### src/rtl/swc_pkg.sv
// Shared switch-core constants and the packet-transfer request record.
package swc_pkg;

    localparam int unsigned c_swc_num_ports       = 11;
    localparam int unsigned c_swc_page_addr_width = 10;
    localparam int unsigned c_wrsw_prio_width     = 3;

    // One completed-packet transfer request as presented by an input block
    typedef struct packed {
        logic [c_swc_page_addr_width-1:0] pageaddr;
        logic [c_swc_num_ports-1:0]       mask;
        logic [c_wrsw_prio_width-1:0]     prio;
    } t_pta_req;

    typedef enum logic [1:0] {
        S_IDLE  = 2'd0,
        S_OFFER = 2'd1,
        S_DONE  = 2'd2
    } t_pta_state;

endpackage

### src/rtl/swc_rr_arbiter.sv
// Combinational round-robin arbiter: first requester at or above ptr, wrapping.
module swc_rr_arbiter #(
    parameter int unsigned g_num = 11,
    localparam int unsigned c_idx_w = (g_num > 1) ? $clog2(g_num) : 1
) (
    input  logic [g_num-1:0]   req_i,
    input  logic [c_idx_w-1:0] ptr_i,
    output logic [g_num-1:0]   grant_c,
    output logic [c_idx_w-1:0] grant_idx_c,
    output logic               any_c
);

    // Scan g_num positions starting at ptr_i, keep the first hit
    always_comb begin
        int unsigned  k;
        logic [c_idx_w-1:0] kidx;
        grant_c     = '0;
        grant_idx_c = '0;
        any_c       = 1'b0;
        k           = 0;
        kidx        = '0;
        for (int unsigned off = 0; off < g_num; off++) begin
            k = 32'(ptr_i) + off;
            if (k >= g_num) begin
                k = k - g_num;
            end
            kidx = c_idx_w'(k);
            if (!any_c && req_i[kidx]) begin
                any_c         = 1'b1;
                grant_c[kidx] = 1'b1;
                grant_idx_c   = kidx;
            end
        end
    end

endmodule

### src/rtl/swc_pck_transfer_arbiter.sv
// Collects per-input packet transfer requests, arbitrates round-robin and
// offers the winner to every output in its destination mask.
module swc_pck_transfer_arbiter
    import swc_pkg::*;
#(
    parameter int unsigned g_num_ports       = c_swc_num_ports,
    parameter int unsigned g_page_addr_width = c_swc_page_addr_width,
    parameter int unsigned g_prio_width      = c_wrsw_prio_width
) (
    input  logic                                   clk_i,
    input  logic                                   rst_i,
    input  logic [g_num_ports-1:0]                 ib_transfer_pck_i,
    input  logic [g_num_ports*g_page_addr_width-1:0] ib_pageaddr_i,
    input  logic [g_num_ports*g_num_ports-1:0]     ib_mask_i,
    input  logic [g_num_ports*g_prio_width-1:0]    ib_prio_i,
    output logic [g_num_ports-1:0]                 ib_transfer_ack_o,
    output logic [g_num_ports-1:0]                 ob_transfer_valid_o,
    output logic [g_page_addr_width-1:0]           ob_pageaddr_o,
    output logic [g_prio_width-1:0]                ob_prio_o,
    input  logic [g_num_ports-1:0]                 ob_transfer_ack_i,
    output logic                                   busy_o
);

    localparam int unsigned N = g_num_ports;
    localparam int unsigned A = g_page_addr_width;
    localparam int unsigned P = g_prio_width;
    localparam int unsigned c_idx_w = (N > 1) ? $clog2(N) : 1;

    t_pta_state state_q, state_d;

    logic [N-1:0]       pending_q, pending_d;
    logic [A-1:0]       hold_pageaddr_q [N];
    logic [A-1:0]       hold_pageaddr_d [N];
    logic [N-1:0]       hold_mask_q     [N];
    logic [N-1:0]       hold_mask_d     [N];
    logic [P-1:0]       hold_prio_q     [N];
    logic [P-1:0]       hold_prio_d     [N];
    logic               err_overrun_q, err_overrun_d;

    logic [c_idx_w-1:0] sel_q, sel_d;
    logic [c_idx_w-1:0] rr_ptr_q, rr_ptr_d;
    logic [N-1:0]       out_pend_q, out_pend_d;

    logic [N-1:0]       valid_q, valid_d;
    logic [N-1:0]       ack_q, ack_d;
    logic [A-1:0]       pageaddr_q, pageaddr_d;
    logic [P-1:0]       prio_q, prio_d;
    logic               busy_q, busy_d;

    logic [N-1:0]       arb_grant_c;
    logic [c_idx_w-1:0] arb_idx_c;
    logic               arb_any_c;

    swc_rr_arbiter #(
        .g_num (N)
    ) u_rr_arbiter (
        .req_i       (pending_q),
        .ptr_i       (rr_ptr_q),
        .grant_c     (arb_grant_c),
        .grant_idx_c (arb_idx_c),
        .any_c       (arb_any_c)
    );

    // Per-input capture: a slot freed by this cycle's DONE may be refilled at once
    always_comb begin
        logic release_slot;
        logic overrun;
        pending_d       = pending_q;
        hold_pageaddr_d = hold_pageaddr_q;
        hold_mask_d     = hold_mask_q;
        hold_prio_d     = hold_prio_q;
        overrun         = 1'b0;
        release_slot    = 1'b0;
        for (int i = 0; i < int'(N); i++) begin
            release_slot = (state_q == S_DONE) && (sel_q == c_idx_w'(i));
            if (release_slot) begin
                pending_d[i] = 1'b0;
            end
            if (ib_transfer_pck_i[i]) begin
                if (!pending_q[i] || release_slot) begin
                    pending_d[i]       = 1'b1;
                    hold_pageaddr_d[i] = ib_pageaddr_i[i*A +: A];
                    hold_mask_d[i]     = ib_mask_i[i*N +: N];
                    hold_prio_d[i]     = ib_prio_i[i*P +: P];
                end else begin
                    overrun = 1'b1;
                end
            end
        end
        err_overrun_d = err_overrun_q | overrun;
    end

    // Transfer FSM next state and registered output values
    always_comb begin
        state_d    = state_q;
        sel_d      = sel_q;
        rr_ptr_d   = rr_ptr_q;
        out_pend_d = out_pend_q;
        pageaddr_d = pageaddr_q;
        prio_d     = prio_q;
        valid_d    = '0;
        ack_d      = '0;
        busy_d     = 1'b0;

        unique case (state_q)
            S_IDLE: begin
                if (arb_any_c) begin
                    sel_d      = arb_idx_c;
                    out_pend_d = hold_mask_q[arb_idx_c];
                    pageaddr_d = hold_pageaddr_q[arb_idx_c];
                    prio_d     = hold_prio_q[arb_idx_c];
                    state_d    = (hold_mask_q[arb_idx_c] == '0) ? S_DONE : S_OFFER;
                end
            end
            S_OFFER: begin
                out_pend_d = out_pend_q & ~ob_transfer_ack_i;
                if (out_pend_d == '0) begin
                    state_d = S_DONE;
                end
            end
            S_DONE: begin
                rr_ptr_d = (sel_q == c_idx_w'(N - 1)) ? '0 : sel_q + c_idx_w'(1);
                state_d  = S_IDLE;
            end
            default: begin
                state_d = S_IDLE;
            end
        endcase

        if (state_d == S_OFFER) begin
            valid_d = out_pend_d;
        end
        if (state_d == S_DONE) begin
            ack_d[sel_d] = 1'b1;
        end
        busy_d = (state_d != S_IDLE);
    end

    // State and datapath registers with synchronous reset
    always_ff @(posedge clk_i) begin
        if (rst_i) begin
            state_q         <= S_IDLE;
            pending_q       <= '0;
            hold_pageaddr_q <= '{default: '0};
            hold_mask_q     <= '{default: '0};
            hold_prio_q     <= '{default: '0};
            err_overrun_q   <= 1'b0;
            sel_q           <= '0;
            rr_ptr_q        <= '0;
            out_pend_q      <= '0;
            valid_q         <= '0;
            ack_q           <= '0;
            pageaddr_q      <= '0;
            prio_q          <= '0;
            busy_q          <= 1'b0;
        end else begin
            state_q         <= state_d;
            pending_q       <= pending_d;
            hold_pageaddr_q <= hold_pageaddr_d;
            hold_mask_q     <= hold_mask_d;
            hold_prio_q     <= hold_prio_d;
            err_overrun_q   <= err_overrun_d;
            sel_q           <= sel_d;
            rr_ptr_q        <= rr_ptr_d;
            out_pend_q      <= out_pend_d;
            valid_q         <= valid_d;
            ack_q           <= ack_d;
            pageaddr_q      <= pageaddr_d;
            prio_q          <= prio_d;
            busy_q          <= busy_d;
        end
    end

    assign ib_transfer_ack_o   = ack_q;
    assign ob_transfer_valid_o = valid_q;
    assign ob_pageaddr_o       = pageaddr_q;
    assign ob_prio_o           = prio_q;
    assign busy_o              = busy_q;

endmodule

### config.mk
export PLATFORM = sky130hd
export DESIGN_NAME = swc_pck_transfer_arbiter
export DESIGN_NICKNAME = d
export VERILOG_FILES = /design/src/rtl/swc_pkg.sv /design/src/rtl/swc_rr_arbiter.sv /design/src/rtl/swc_pck_transfer_arbiter.sv
export SDC_FILE = /design/constraint.sdc
export NUM_CORES = 1
export LEC_CHECK = 0
export CORE_ASPECT_RATIO = 2
export CORE_MARGIN = 8
export CORE_UTILIZATION = 49
export DETAILED_ROUTE_END_ITERATION = 7
export PLACE_DENSITY_LB_ADDON = 0.1
export SLEW_MARGIN = 40
export SYNTH_ARGS = -nofsm -noshare
export SYNTH_HDL_FRONTEND = slang
export SYNTH_SLANG_ARGS = --single-unit
### constraint.sdc
create_clock -name clk_i -period 5.95 [get_ports clk_i]
set_clock_uncertainty 0.05 [all_clocks]
set_input_delay 0.595 -clock clk_i [delete_from_list [all_inputs] [get_ports clk_i]]
set_output_delay 0.595 -clock clk_i [all_outputs]
set_load 0.01 [all_outputs]
==> flow_summary.yaml, run 1 <==
final_layout:
  utilization_pct: 70.2
  layout.cells.most_common_list: "nand2_1, a21oi_1, buf_4"
  area_delta_synth_final_pct: 41.8
  layout_commonest_cell: "nand2_1"
  nets: 3470
  drive_gt1_share_pct: 19.5
  nFillCells: 3219
placement:
  portBuffers: 323
  dp_hpwl_mm: 73.5
  pre_cts_ws_ns: -0.613
  globalplace.congestion: 1.09
yosys:
  synth_largest_area_cell: "dfxtp_1"
  synth_edf_count: 0
  async_flop_share_pct: 0
  ys_top_cells_by_area: "dfxtp_1, nand2_1, a21oi_1"
  synthDistinctLibCells: 103
  yosysWarnings: 0
  synth_fa_ha_area_share_pct: 1.05
  synth_cells: 2657
  syn_avg_cell_area_um2: 7.18
  synthMuxAreaShare_pct: 4.24
  synth_top_family_by_area: "simple AND/OR/NAND/NOR gates"
  syn_area_um2: 19100
  synth_top_area_share_pct: 34.8
  syn_nets: 2961
  synth_simple_gate_area_share_pct: 26.0
  synth-seq-cells: 332
  seq_area_frac_synth_pct: 34.8
  synth_top_flop_cell: "dfxtp_1"
  synth-compound-area-share_pct: 25.9
  synth_xor_area_share_pct: 1.52
grt:
  grt_use_total_pct: 42.7
  antenna_found_initial: 4
  grt_pass1_vias: 23300
  grt_overflow: 0
  grt_first_pass_wirelength_mm: 145
  grt_max_degree: 101
sta:
  final.period_utilization_pct: 103
  max_clock_freq_mhz: 164
  period_needed_ns: 6.11
  hold_viol_final: 0
  maxSlewHeadroom_pct: 34.5
  rsz0062_at_grt: "true"
  worstMarginPinSlew_ns: 0.981
  final.setup.worst_slack_ns: -0.156
  fin_hold_ws_ns: 0.322
  drv_slew: 0
  setup_viol: 22
run:
  max_cap_violations: 0
detailed_routing:
  drt_first_iter_violations: 2031
  drt-met1-wl_mm: 30.0
  met2_length_mm: 48.6
  highest_layer: "met5"
  ant_nets: 0
  vias: 23099
  wl_per_cell_um: 27.0
  wirelength_mm: 100
  routed_via_density: 6.22
  first_pass_iters: 8
  wl_met3_mm: 8.49
  drc_errors: 1
worst_hold_path:
  hold_depth: 2
  holdPathEnd: "out_pend_q[7]$_SDFF_PP0_"
  hold_path_class: "in2reg"
  min-delay-start: "rst_i"
floorplanning:
  die-area_um2: 45900
  start_util_pct: 49.5
  die_w_um: 156
  coreArea_um2: 38500
  rows: 102
  die_h_um: 295
  ios: 324
clocking:
  htreeDepth: 1
  cts-root-buf: "clkbuf_16"
  tritoncts: "done"
  clock_latency_ns: 0.62
  clk_pin_slew_ns: 0.07
  cts.sinks: 332
  clockBufferDepth: 3
  cts_buffers: 29
setup_path:
  path_max_fanout: 12
  critPathSlowestCell: "a211oi_4"
  r2r-start: "rr_ptr_q[0]$_SDFFE_PP0P_"
  worstSetupPathType: "reg2reg"
  crit_required_ns: 6.42
  reg2reg_depth: 28
  slowest_delay_ns: 0.49
  cp_common_cell: "buf_4"
  cp_data_arrival_time_ns: 6.57
  rr_endpoint: "ob_transfer_valid_o[3]$_SDFF_PP0_"
  crit_path_end_kind: "flop"
  startpoint_type: "flop"
  crit_start: "rr_ptr_q[0]$_SDFFE_PP0P_"
  r2r_slack_ns: -0.16
run_status:
  status: "complete, but fails checks"
  violations: "design-rule violations, negative setup slack"
## layer usage
layer / track usage (%) / vias to the layer above
li1: - / 10252
met1: 39.8 / 10786
met2: 72.7 / 1457
met3: 11.3 / 600
met4: 44.5 / 4
met5: 0 / -
## kinds of logic (layout without fill, tap and decap cells)
family | after synthesis | after routing
other cells | 0 | 6
simple gates | 1145 | 1145
xor+xnor | 28 | 28
fa+ha+maj | 16 | 16
buf+inv | 286 | 814
flops | 332 | 332
mux | 74 | 74
compound gates | 776 | 778
## timing repair
action | CTS | global route
resized for setup | 63 | 145
hold endpoints to repair | 0 | 0
cloned | 2 | 2
hold buffers | 0 | 0
setup endpoints to repair | 26 | 45
setup buffers | 8 | 30
pin swaps | 8 | 45
## flip-flops by register name, summed over array words and instances, names as in the netlist
register,cells
state_q,2
rr_ptr_q,4
pending_q,11
hold_pageaddr_q,110
sel_q,4
hold_mask_q,121
ib_transfer_ack_o,11
busy_o,1
ob_prio_o,3
ob_pageaddr_o,10
hold_prio_q,33
ob_transfer_valid_o,11
out_pend_q,11
## worst max-delay path: cells and delay by family (launching register included)
kind            cells  cell delay [ns]
compound gates      9             2.02
buf+inv            11             1.79
simple gates        6             1.46
flops               1             0.37
fa+ha+maj           1             0.16
xor+xnor            1             0.14
## worst max-delay path by stage
stage,end,slack (ns),cells past startpoint
after floorplan,ib_transfer_ack_o[8]$_SDFF_PP0_,0.13,26
after global placement,ib_transfer_ack_o[8]$_SDFF_PP0_,-0.59,25
after detailed placement,ib_transfer_ack_o[8]$_SDFF_PP0_,-0.61,24
after CTS,ib_transfer_ack_o[8]$_SDFF_PP0_,-0.004,26
after global routing,ib_transfer_ack_o[4]$_SDFF_PP0_,-0.25,26
final,ob_transfer_valid_o[3]$_SDFF_PP0_,-0.16,28
## Yosys cell counts, types with 10 or more instances
library cell	count
a211oi_1	47
a21o_1	18
a21oi_1	378
a221o_1	20
a22oi_1	10
a31oi_1	15
a32oi_1	16
and2_1	32
and3_1	31
buf_1	11
buf_2	38
buf_4	11
clkbuf_1	151
dfxtp_1	332
ha_1	16
inv_1	64
mux2i_1	58
nand2_1	759
nand2b_1	16
nand3_1	59
nor2_1	126
nor2b_1	24
nor3_1	31
nor4_1	11
o211ai_1	28
o21a_1	15
o21ai_0	67
o22ai_1	24
o311ai_0	15
xnor2_1	20
## through the flow
step	instance area, um2	cells	TNS [ns]
6_report	27100	3713	-2.10
5_1_grt	27000	3710	-4.13
4_1_cts	26100	3676	-0.00369
3_5_place_dp	24700	3614	-11.48
3_3_place_gp	24600	3613	-10.77
2_1_floorplan	19100	2657	0
## layout make-up
| type | count | area, um2 | area share (%) |
|---|---|---|---|
| Sequential cell | 332 | 6660 | 24.6 |
| Clock buffer | 39 | 823 | 3.04 |
| Timing Repair Buffer | 696 | 6280 | 23.2 |
| Multi-Input combinational cell | 2041 | 12200 | 45.1 |
| Inverter | 66 | 251 | 0.930 |
| Antenna cell | 6 | 15.0 | 0.0555 |
| Tap cell | 520 | 651 | 2.40 |
| Clock inverter | 13 | 176 | 0.652 |
Power of run 1 is left out: the tool's default activity adds up to more than one toggle a clock period on the data nets, which glitch-free logic cannot reach.
==> inputs of run 2 (changes only) <==
- CORE_UTILIZATION: 49 -> 50
- clock period: 5.95 -> 7 ns (I/O delays scaled with it)
==> run 2 against run 1 <==
The run now ends clean. Critical endpoint is now ib_transfer_ack_o[9]$_SDFF_PP0_. Die area shrank 1.8%. Largest cell class unchanged. Non-clock buffer count shrank 273. Core utilization shrank 6.5 points. Setup slack gained 0.46 ns. Routed wire length shrank 7.7%. Worst hold slack gained 0.085 ns. Critical path type unchanged.
==> flow_summary.yaml, run 2 (same netlist as run 1, synthesis figures left out) <==
run_status:
  status: "completed"
sta:
  hold_viol_final: 0
  drv_slew: 0
  rsz0062_at_grt: "false"
  maxSlewHeadroom_pct: 40.3
  setup_viol: 0
  final.period_utilization_pct: 95.7
  worstMarginPinSlew_ns: 0.892
  max_clock_freq_mhz: 149
  tns_ns: 0
  period_needed_ns: 6.70
  final.setup.worst_slack_ns: 0.302
setup_path:
  rr_endpoint: "ib_transfer_ack_o[9]$_SDFF_PP0_"
  crit_chain: "buf_12, ha_2, buf_4, a211oi_4, nand2_2, mux2_4, mux4_2, a22oi_1, and2b_2, and4_1, nand4_4, nor4b_4, buf_4, a211oi_1, a211oi_4, o21ai_0, nand3_1, nand4_1, nor3_1, buf_4, a32oi_1, buf_4, nor4b_1"
  path_max_fanout: 86
  worstSetupPathType: "reg2reg"
  crit_path_end_kind: "flop"
  crit_required_ns: 7.42
  r2r-start: "rr_ptr_q[0]$_SDFFE_PP0P_"
  startpoint_type: "flop"
  crit_buf_inv: 5
  cp_data_arrival_time_ns: 7.12
  slowest_delay_ns: 0.50
  critPathTopFamily: "simple AND/OR/NAND/NOR gates"
  cp_common_cell: "buf_4"
  r2r_slack_ns: 0.30
  critPathSlowestCell: "a211oi_4"
  crit_start: "rr_ptr_q[0]$_SDFFE_PP0P_"
  reg2reg_depth: 23
floorplanning:
  start_util_pct: 50.5
  ios: 324
  die-area_um2: 45000
  die_w_um: 154
  die_h_um: 292
  rows: 101
  coreArea_um2: 37800
clocking:
  clockBufferDepth: 3
  tritoncts: "done"
  htreeDepth: 1
  clock_latency_ns: 0.59
  cts_buffers: 29
  clk_pin_slew_ns: 0.09
  cts.sinks: 332
  cts-root-buf: "clkbuf_16"
  cts_hold_buf: 0
final_layout:
  top_regs: "hold_mask_q x121, hold_pageaddr_q x110, hold_prio_q x33"
  layout.cells.most_common_list: "nand2_1, a21oi_1, dfxtp_1"
  top_register: "hold_mask_q"
  layout_commonest_cell: "nand2_1"
  nFillCells: 3344
  multi_input_area_um2: 11400
  drive_gt1_share_pct: 8.45
  regArea_um2: 6650
  nets: 3195
  largest_reg_flops: 121
  area_delta_synth_final_pct: 26.1
detailed_routing:
  first_pass_iters: 6
  ant_nets: 0
  drc_errors: 0
  drt_first_iter_violations: 1929
  routed_via_density: 6.39
  vias: 21603
  wl_per_cell_um: 27.4
  wirelength_mm: 92.6
grt:
  antenna_found_initial: 12
  grt_first_pass_wirelength_mm: 135
  grt_use_total_pct: 40.1
  grt_overflow: 0
  grt_max_degree: 122
  grt_pass1_vias: 21831
placement:
  pre_cts_ws_ns: 0.396
  globalplace.congestion: 1.07
  portBuffers: 323
  dp_hpwl_mm: 68.3
run:
  max_cap_violations: 0
worst_hold_path:
  hold_depth: 2
  hold_path_class: "reg2reg"
  min-delay-start: "hold_pageaddr_q[19]$_SDFFE_PP0P_"
  holdPathEnd: "hold_pageaddr_q[19]$_SDFFE_PP0P_"
run 2: worst max path at each step:
stage | endpoint | slack, ns | cells past startpoint
finish | ib_transfer_ack_o[9]$_SDFF_PP0_ | 0.30 | 23
floorplan | ib_transfer_ack_o[8]$_SDFF_PP0_ | 1.18 | 26
CTS | ib_transfer_ack_o[9]$_SDFF_PP0_ | 0.32 | 24
detailed placement | ib_transfer_ack_o[9]$_SDFF_PP0_ | 0.40 | 24
global placement | ib_transfer_ack_o[10]$_SDFF_PP0_ | 0.51 | 24
global route | ib_transfer_ack_o[9]$_SDFF_PP0_ | 0.01 | 23
run 2: worst reg2reg max path, cell delays in order (launching register included):
cell	delay [ns]
dfxtp_2	0.37
buf_12	0.34
ha_2	0.47
buf_4	0.29
a211oi_4	0.13
nand2_2	0.11
mux2_4	0.35
mux4_2	0.44
a22oi_1	0.32
and2b_2	0.30
and4_1	0.40
nand4_4	0.16
nor4b_4	0.43
buf_4	0.30
a211oi_1	0.12
a211oi_4	0.50
o21ai_0	0.15
nand3_1	0.14
nand4_1	0.13
nor3_1	0.17
buf_4	0.22
a32oi_1	0.07
buf_4	0.22
nor4b_1	0.37
run 2: layout make-up:
type,count,area share [%]
Sequential cell,332,27.6
Clock inverter,15,0.957
Inverter,66,1.03
Timing Repair Buffer,423,17.0
Antenna cell,8,0.0832
Clock buffer,37,3.39
Multi-Input combinational cell,2039,47.5
Tap cell,463,2.41
run 2: repair_timing:
action,CTS,global route
setup buffers,0,2
endpoints found under the setup margin,0,24
gates resized for setup,0,19
run 2: metrics by stage:
step | area, um2 | hold WS, ns | util (%) | cells
CTS | 23800 | 0.406 | 63.1 | 3373
detailed placement | 22800 | 0.397 | 60.3 | 3321
global placement | 22800 | 0.392 | 60.3 | 3321
global route | 24100 | 0.420 | 63.7 | 3381
floorplan | 19100 | 0.382 | - | 2657
finish | 24100 | 0.407 | 63.7 | 3383
run 2: layer usage:
layer  routed length (um)  vias to the layer above  GRT usage, %
li1                     -                     9702             -
met1                27700                    10027          36.9
met2                45900                     1357          68.9
met3                 8120                      513          11.6
met4                10800                        4          40.2
met5                   22                        -         0.111
Power of run 2 is left out for the same reason.
